<file path="config.mk">
export PLATFORM = sky130hd
export DESIGN_NAME = tile_order_sequencer
export DESIGN_NICKNAME = d
export VERILOG_FILES = /design/src/rtl/tile_order_sequencer.sv
export SDC_FILE = /design/constraint.sdc
export NUM_CORES = 1
export LEC_CHECK = 0
export CAP_MARGIN = 10
export CORE_ASPECT_RATIO = 1.2
export CORE_UTILIZATION = 41
export DETAILED_ROUTE_END_ITERATION = 7
export GPL_TIMING_DRIVEN = 0
export PLACE_DENSITY = 0.69
export SKIP_LAST_GASP = 1
export SLEW_MARGIN = 20
export SYNTH_ARGS = -nofsm -noshare
export SYNTH_HDL_FRONTEND = slang
export SYNTH_SLANG_ARGS = --single-unit
</file>
<file path="constraint.sdc">
create_clock -name clk -period 6.85 [get_ports clk]
set_input_delay 2.055 -clock clk [delete_from_list [all_inputs] [get_ports clk]]
set_output_delay 2.055 -clock clk [all_outputs]
set_load 0.005 [all_outputs]
</file>
<file path="src/rtl/tile_order_sequencer.sv">
// Tile order sequencer: captures packed edge/center tile orders, validates them
// and then serves one tile index per request to the board renderer.
module tile_order_sequencer #(
    parameter int EDGE_N     = 24,
    parameter int CENTER_N   = 12,
    parameter int IDX_W      = 4,
    parameter int TILE_MAX   = 11,
    parameter int EDGE_REPS  = 2,
    parameter int CHECK_MULT = 1
) (
    input  logic                      clk,
    input  logic                      rst,
    input  logic                      load,
    input  logic [EDGE_N*IDX_W-1:0]   edge_order_in,
    input  logic [CENTER_N*IDX_W-1:0] center_order_in,
    input  logic                      edge_req,
    input  logic                      center_req,
    output logic                      busy,
    output logic                      ready,
    output logic                      error,
    output logic [1:0]                err_code,
    output logic                      edge_valid,
    output logic [IDX_W-1:0]          edge_idx,
    output logic [4:0]                edge_pos,
    output logic                      edge_wrap,
    output logic                      center_valid,
    output logic [IDX_W-1:0]          center_idx,
    output logic [3:0]                center_pos,
    output logic                      center_wrap
);

    localparam int SCAN_N = EDGE_N + CENTER_N;
    localparam int BINS   = TILE_MAX + 1;
    localparam int CNT_W  = $clog2(SCAN_N + 1);

    typedef enum logic [1:0] {IDLE, CHECK, READY, ERROR} state_t;

    state_t                    state, state_nxt;
    logic [EDGE_N*IDX_W-1:0]   edge_store;
    logic [CENTER_N*IDX_W-1:0] center_store;
    logic [CNT_W-1:0]          scan_cnt;
    logic [1:0]                hist [BINS];
    logic [1:0]                err_reg, err_nxt;
    logic [IDX_W-1:0]          scan_entry;
    logic                      scan_active, scan_is_edge, scan_range_err;
    logic                      mult_err, scan_done;
    logic [IDX_W-1:0]          edge_cur, center_cur;

    // Entry 0 sits in the most significant nibble of each packed vector.
    always_comb begin
        scan_entry   = '0;
        scan_is_edge = (scan_cnt < CNT_W'(EDGE_N));
        scan_active  = (state == CHECK) && (scan_cnt < CNT_W'(SCAN_N));
        if (scan_is_edge)
            scan_entry = edge_store[(EDGE_N-1-int'(scan_cnt))*IDX_W +: IDX_W];
        else if (scan_cnt < CNT_W'(SCAN_N))
            scan_entry = center_store[(SCAN_N-1-int'(scan_cnt))*IDX_W +: IDX_W];
    end

    assign scan_range_err = scan_active && (scan_entry > IDX_W'(TILE_MAX));
    assign edge_cur       = edge_store[(EDGE_N-1-int'(edge_pos))*IDX_W +: IDX_W];
    assign center_cur     = center_store[(CENTER_N-1-int'(center_pos))*IDX_W +: IDX_W];

    always_comb begin
        mult_err = 1'b0;
        for (int b = 0; b < BINS; b++)
            if (hist[b] != 2'(EDGE_REPS))
                mult_err = 1'b1;
    end

    // Without the multiplicity pass the decision is taken on the last scan edge.
    always_comb begin
        if (CHECK_MULT != 0)
            scan_done = (state == CHECK) && (scan_cnt == CNT_W'(SCAN_N));
        else
            scan_done = (state == CHECK) && (scan_cnt == CNT_W'(SCAN_N - 1));
        err_nxt = err_reg;
        if (scan_range_err)
            err_nxt[0] = 1'b1;
        if ((CHECK_MULT != 0) && scan_done && mult_err)
            err_nxt[1] = 1'b1;
    end

    always_ff @(posedge clk or posedge rst) begin
        if (rst)
            state <= IDLE;
        else
            state <= state_nxt;
    end

    always_comb begin
        state_nxt    = state;
        busy         = 1'b0;
        ready        = 1'b0;
        error        = 1'b0;
        err_code     = '0;
        edge_valid   = 1'b0;
        center_valid = 1'b0;
        edge_idx     = '0;
        center_idx   = '0;
        case (state)
            IDLE: ;
            CHECK: begin
                busy = 1'b1;
                if (scan_done)
                    state_nxt = (err_nxt == 2'b00) ? READY : ERROR;
            end
            READY: begin
                ready        = 1'b1;
                edge_valid   = 1'b1;
                center_valid = 1'b1;
                edge_idx     = edge_cur;
                center_idx   = center_cur;
            end
            ERROR: begin
                error    = 1'b1;
                err_code = err_reg;
            end
            default: state_nxt = IDLE;
        endcase
        if (load)
            state_nxt = CHECK;
    end

    // Load wins over requests; requests only move pointers while serving.
    always_ff @(posedge clk or posedge rst) begin
        if (rst) begin
            edge_store   <= '0;
            center_store <= '0;
            scan_cnt     <= '0;
            err_reg      <= '0;
            edge_pos     <= '0;
            center_pos   <= '0;
            edge_wrap    <= 1'b0;
            center_wrap  <= 1'b0;
            for (int b = 0; b < BINS; b++)
                hist[b] <= '0;
        end else if (load) begin
            edge_store   <= edge_order_in;
            center_store <= center_order_in;
            scan_cnt     <= '0;
            err_reg      <= '0;
            edge_pos     <= '0;
            center_pos   <= '0;
            edge_wrap    <= 1'b0;
            center_wrap  <= 1'b0;
            for (int b = 0; b < BINS; b++)
                hist[b] <= '0;
        end else begin
            edge_wrap   <= 1'b0;
            center_wrap <= 1'b0;
            if (state == CHECK) begin
                err_reg <= err_nxt;
                if (scan_cnt < CNT_W'(SCAN_N))
                    scan_cnt <= scan_cnt + CNT_W'(1);
                for (int b = 0; b < BINS; b++)
                    if (scan_active && scan_is_edge && (scan_entry == IDX_W'(b)) &&
                        (hist[b] != 2'd3))
                        hist[b] <= hist[b] + 2'd1;
            end
            if (state == READY) begin
                if (edge_req) begin
                    if (edge_pos == 5'(EDGE_N - 1)) begin
                        edge_pos  <= '0;
                        edge_wrap <= 1'b1;
                    end else begin
                        edge_pos <= edge_pos + 5'd1;
                    end
                end
                if (center_req) begin
                    if (center_pos == 4'(CENTER_N - 1)) begin
                        center_pos  <= '0;
                        center_wrap <= 1'b1;
                    end else begin
                        center_pos <= center_pos + 4'd1;
                    end
                end
            end
        end
    end

endmodule

</file>
==> impl_summary.log, run 1 <==
[metrics] signal arrival time at the worst endpoint: 3.80 ns
[metrics] die area: 26800 um^2
[metrics] met2 WL post-DR: 15000 um
[metrics] initial DRC count: between 500 and 600
[metrics] Remaining DRCs: 0
[metrics] DRT Wirelength: around 29000 um
[metrics] measured slew at the worst slew-check pin: 0.853 ns
[metrics] detailed-placement wirelength estimate: around 23000 um
[metrics] mapped cell area: ~11000 um^2
[metrics] leading area contributor after synthesis: dfrtp_1
[metrics] insertion delay of the later-clocked pin in the worst-skew pair: between 0.4 and 0.5 ns
[metrics] clock transition at the register clock pins on the worst setup and hold paths after CTS: ~0.080 ns
[metrics] Max Clock Skew: 0.0130 ns
[metrics] global placer's final weighted congestion: ~0.84
[metrics] TritonCTS clock tree: done
[metrics] number of synthesized register bits: between 150 and 200
[metrics] total global-route track usage: between 20% and 30%
[metrics] syn_nets: around 1000
[metrics] Warnings, synthesis: 0
[metrics] final cell count without fillers: between 1k and 1.5k
[metrics] number of buffers added by the clock tree synthesis step: 17
[metrics] CTS hold repair buffers: 0
[metrics] I/O pin total: 175
[metrics] Final Cycle Share: between 80 and 90%
[metrics] via count of the routed design: ~7.6k
[metrics] average wire per cell in the routed design: approximately 22 um
[metrics] reg2reg setup slack: roughly 3 ns
[metrics] outcome: finished, final reports clean
[metrics] top-area cell type share of the netlist area: between 40% and 50%
[metrics] number of distinct library cells after synthesis: 53
[metrics] Largest register FFs: 96
[metrics] worst slew margin relative to its limit: ~43%
[metrics] htree depth: 4
[metrics] vias in the first global route: about 7.9k
[metrics] maximum clock frequency: 0.171 GHz
[metrics] largest net degree at the start of global routing: 33
[metrics] number of buffers added for setup after CTS: 0
[metrics] die span in x: between 100 and 150 um
[metrics] CORE AREA: 25600 um^2
[metrics] average cell area after synthesis: around 13 um^2
[metrics] number of optimization iterations in the first detailed-route pass: 5
[metrics] type of the most critical hold path: reg2reg
[metrics] most used cell along the critical path: mux4_2
[metrics] ordered cell list for the critical path: clkbuf_1 -> buf_2 -> mux4_2 -> mux4_2 -> nand2_1 -> a21oi_1 -> clkdlybuf4s50_1
[metrics] top flip-flop cell by instance count after synthesis: dfrtp_1
[metrics] worst supply voltage drop on vdd: between 0.1 and 0.15 mV
[metrics] crit-path max FO: 10
[metrics] fraction of layout instances using a drive strength above 1: between 20% and 30%
[metrics] overall die height: roughly 180 um
[metrics] met3 layer wire length in the routed design: ~1500 um
[metrics] sum of overflow across all layers after global routing: 0
[metrics] min cycle time layout: 5.85 ns
[metrics] registers with the most flip-flops: edge_store (96), center_store (48), hist (24)
[metrics] final core utilization: 53.2%
[metrics] sinks on the clock net: 189
[metrics] Post-synth EDFFs: 0
[metrics] critical-path cell with the highest stage delay: clkbuf_1
[metrics] DR vias/cell: about 5.7
[metrics] final-report max-slew violation count: 0
[metrics] register with the highest flop count: edge_store
[metrics] sequential cell area fraction in the yosys report: about 44%
[metrics] startpoint class of the critical path: flip-flop
[metrics] layout net count: about 1.2k
[metrics] gate count after technology mapping: around 800
[metrics] setup total negative slack: 0 ns
[metrics] commonest cells after routing, fill and taps aside: dfrtp_1, clkdlybuf4s50_1, mux2_2
[metrics] Core Rows: 64
[metrics] root buf cell: clkbuf_16
[metrics] worst setup path class: reg2out
[metrics] Power Dens Cells: around 210 nW/um^2
[metrics] count of antenna-violating nets left after detailed routing: 0
[metrics] initial antenna violation count: 2
[metrics] commonest non-fill, non-tap cell in the layout: dfrtp_1
[metrics] count of maximum capacitance violations: 0
[metrics] stage delay of the slowest cell on the critical path: between 0.6 and 0.7 ns
[metrics] setup repair after global routing missed its margin: no
[metrics] final hold violation count: 0
[metrics] area grow syn2layout: 27.1%
[metrics] cells taking the most area after synthesis: dfrtp_1, mux2_2, mux4_2
[metrics] global-route wire length before repair: approximately 45000 um
[metrics] required time of the worst setup path: around 4.8 ns
[metrics] cell leakage power: approximately 5.5 nW
[metrics] Setup violations, final: 0
[metrics] # placed instances: 1309
[metrics] CP Capture Type: output port
[metrics] wire length the detailed router placed on met1: 11900 um
[metrics] share of synthesized registers carrying an async set or reset: 100%
[metrics] initial core utilization: approximately two fifths
[metrics] uppermost metal layer occupied by signal nets: met4
[metrics] Port Buf Inserts: 173
[metrics] maximum clock insertion buffer count: 2
[metrics] number of instances resized during post-cts repair: 0
==> kinds of logic after synthesis <==
group,Yosys count,share of synthesized area [%]
AO/OA/AOI/OAI,61,4.03
XOR/XNOR,7,0.571
adder cells (fa/ha/maj),38,4.43
buffers and inverters,80,3.79
flip-flops,189,44.1
multiplexers,256,34.3
AND/OR/NAND/NOR,168,8.78
==> path summary, 6_finish.rpt <==
path	from	endpoint	depth (start not counted)
worst max-delay path	edge_pos[0]	edge_idx[2]	7
min in group asynchronous	rst	center_store[24]	2
worst max register to register	scan_cnt[2]	hist[16]	12
worst min register to register	err_reg[1]	err_reg[1]	2
max in group asynchronous	rst	edge_store[15]	6
worst min-delay path	err_reg[1]	err_reg[1]	2
==> layout make-up <==
cell class	instances	area, um^2
diodes	2	5.00
flip-flops and latches	189	4730
clock inverters	15	179
well taps	330	413
multi-input cells	530	5590
plain buffers	53	305
clock buffers	17	425
fillers	2204	12000
inverters	27	105
repair buffers	180	1890
==> critical path: cells and delay by family (launching register included) <==
family                 cells  cell delay (ns)
buffers and inverters      3             1.63
DFF                        1             0.43
muxes                      2             1.09
and+or+nand+nor            1             0.09
AOI/OAI and AO/OA          1             0.11
==> where the power goes <==
| part | internal, W | switching, W | total [W] |
|---|---|---|---|
| Sequential | 0.00122 | 0.0000820 | 0.00130 |
| Combinational | 0.000324 | 0.000253 | 0.000577 |
| Clock | 0.000522 | 0.000488 | 0.00101 |
| Total | 0.00206 | 0.000823 | 0.00289 |
==> Yosys cell counts, types with 9 or more instances <==
library cell,number
nand2_1,21
mux2_2,159
clkbuf_1,31
ha_1,38
nor4_1,9
dfrtp_1,189
nand4_1,11
a21oi_1,18
nor2b_1,13
mux4_1,10
mux4_2,59
or4_1,9
nor2_1,58
a22oi_1,12
inv_1,25
mux2i_1,23
==> layer usage <==
metal | vias up | global-route usage (%)
met1 | 3904 | 29.3
li1 | 3413 | -
met5 | - | 0
met2 | 256 | 38.2
met4 | 0 | 10.8
met3 | 54 | 4.05
==> through the flow <==
| stage | hold slack [ns] | setup WS (ns) | power, W | cell area, um^2 |
|---|---|---|---|---|
| detailed placement | 0.500 | 1.39 | 0.00190 | 13000 |
| global placement | 0.493 | 0.754 | 0.00187 | 12900 |
| floorplan | 0.466 | 2.36 | 0.00167 | 10700 |
| global route | 0.547 | 0.735 | 0.00300 | 13600 |
| finish | 0.520 | 0.999 | 0.00289 | 13600 |
| CTS | 0.520 | 0.909 | 0.00291 | 13600 |
Note: power is estimated with default switching activity, not from simulation.
==> run 2: changes to the inputs <==
--- a/config.mk
+++ b/config.mk
@@ -9,4 +9,5 @@
 export CORE_ASPECT_RATIO = 1.2
 export CORE_UTILIZATION = 41
+export CTS_CLUSTER_SIZE = 20
 export DETAILED_ROUTE_END_ITERATION = 7
 export GPL_TIMING_DRIVEN = 0
==> constraint.sdc (replaced) <==
create_clock -name clk -period 6.85 [get_ports clk]
set_input_delay 2.055 -clock clk [delete_from_list [all_inputs] [get_ports clk]]
set_output_delay 2.055 -clock clk [all_outputs]
set_load 0.02 [all_outputs]
==> results of run 2 <==
The final DEF is identical to that of run 1. Status: finished, final reports clean.
Among the figures that moved: setup slack after placement 1.39 ns -> 1.29 ns; setup slack after layout 0.999 ns -> 0.905 ns; end point of the critical path edge_idx[2] -> edge_idx[3]
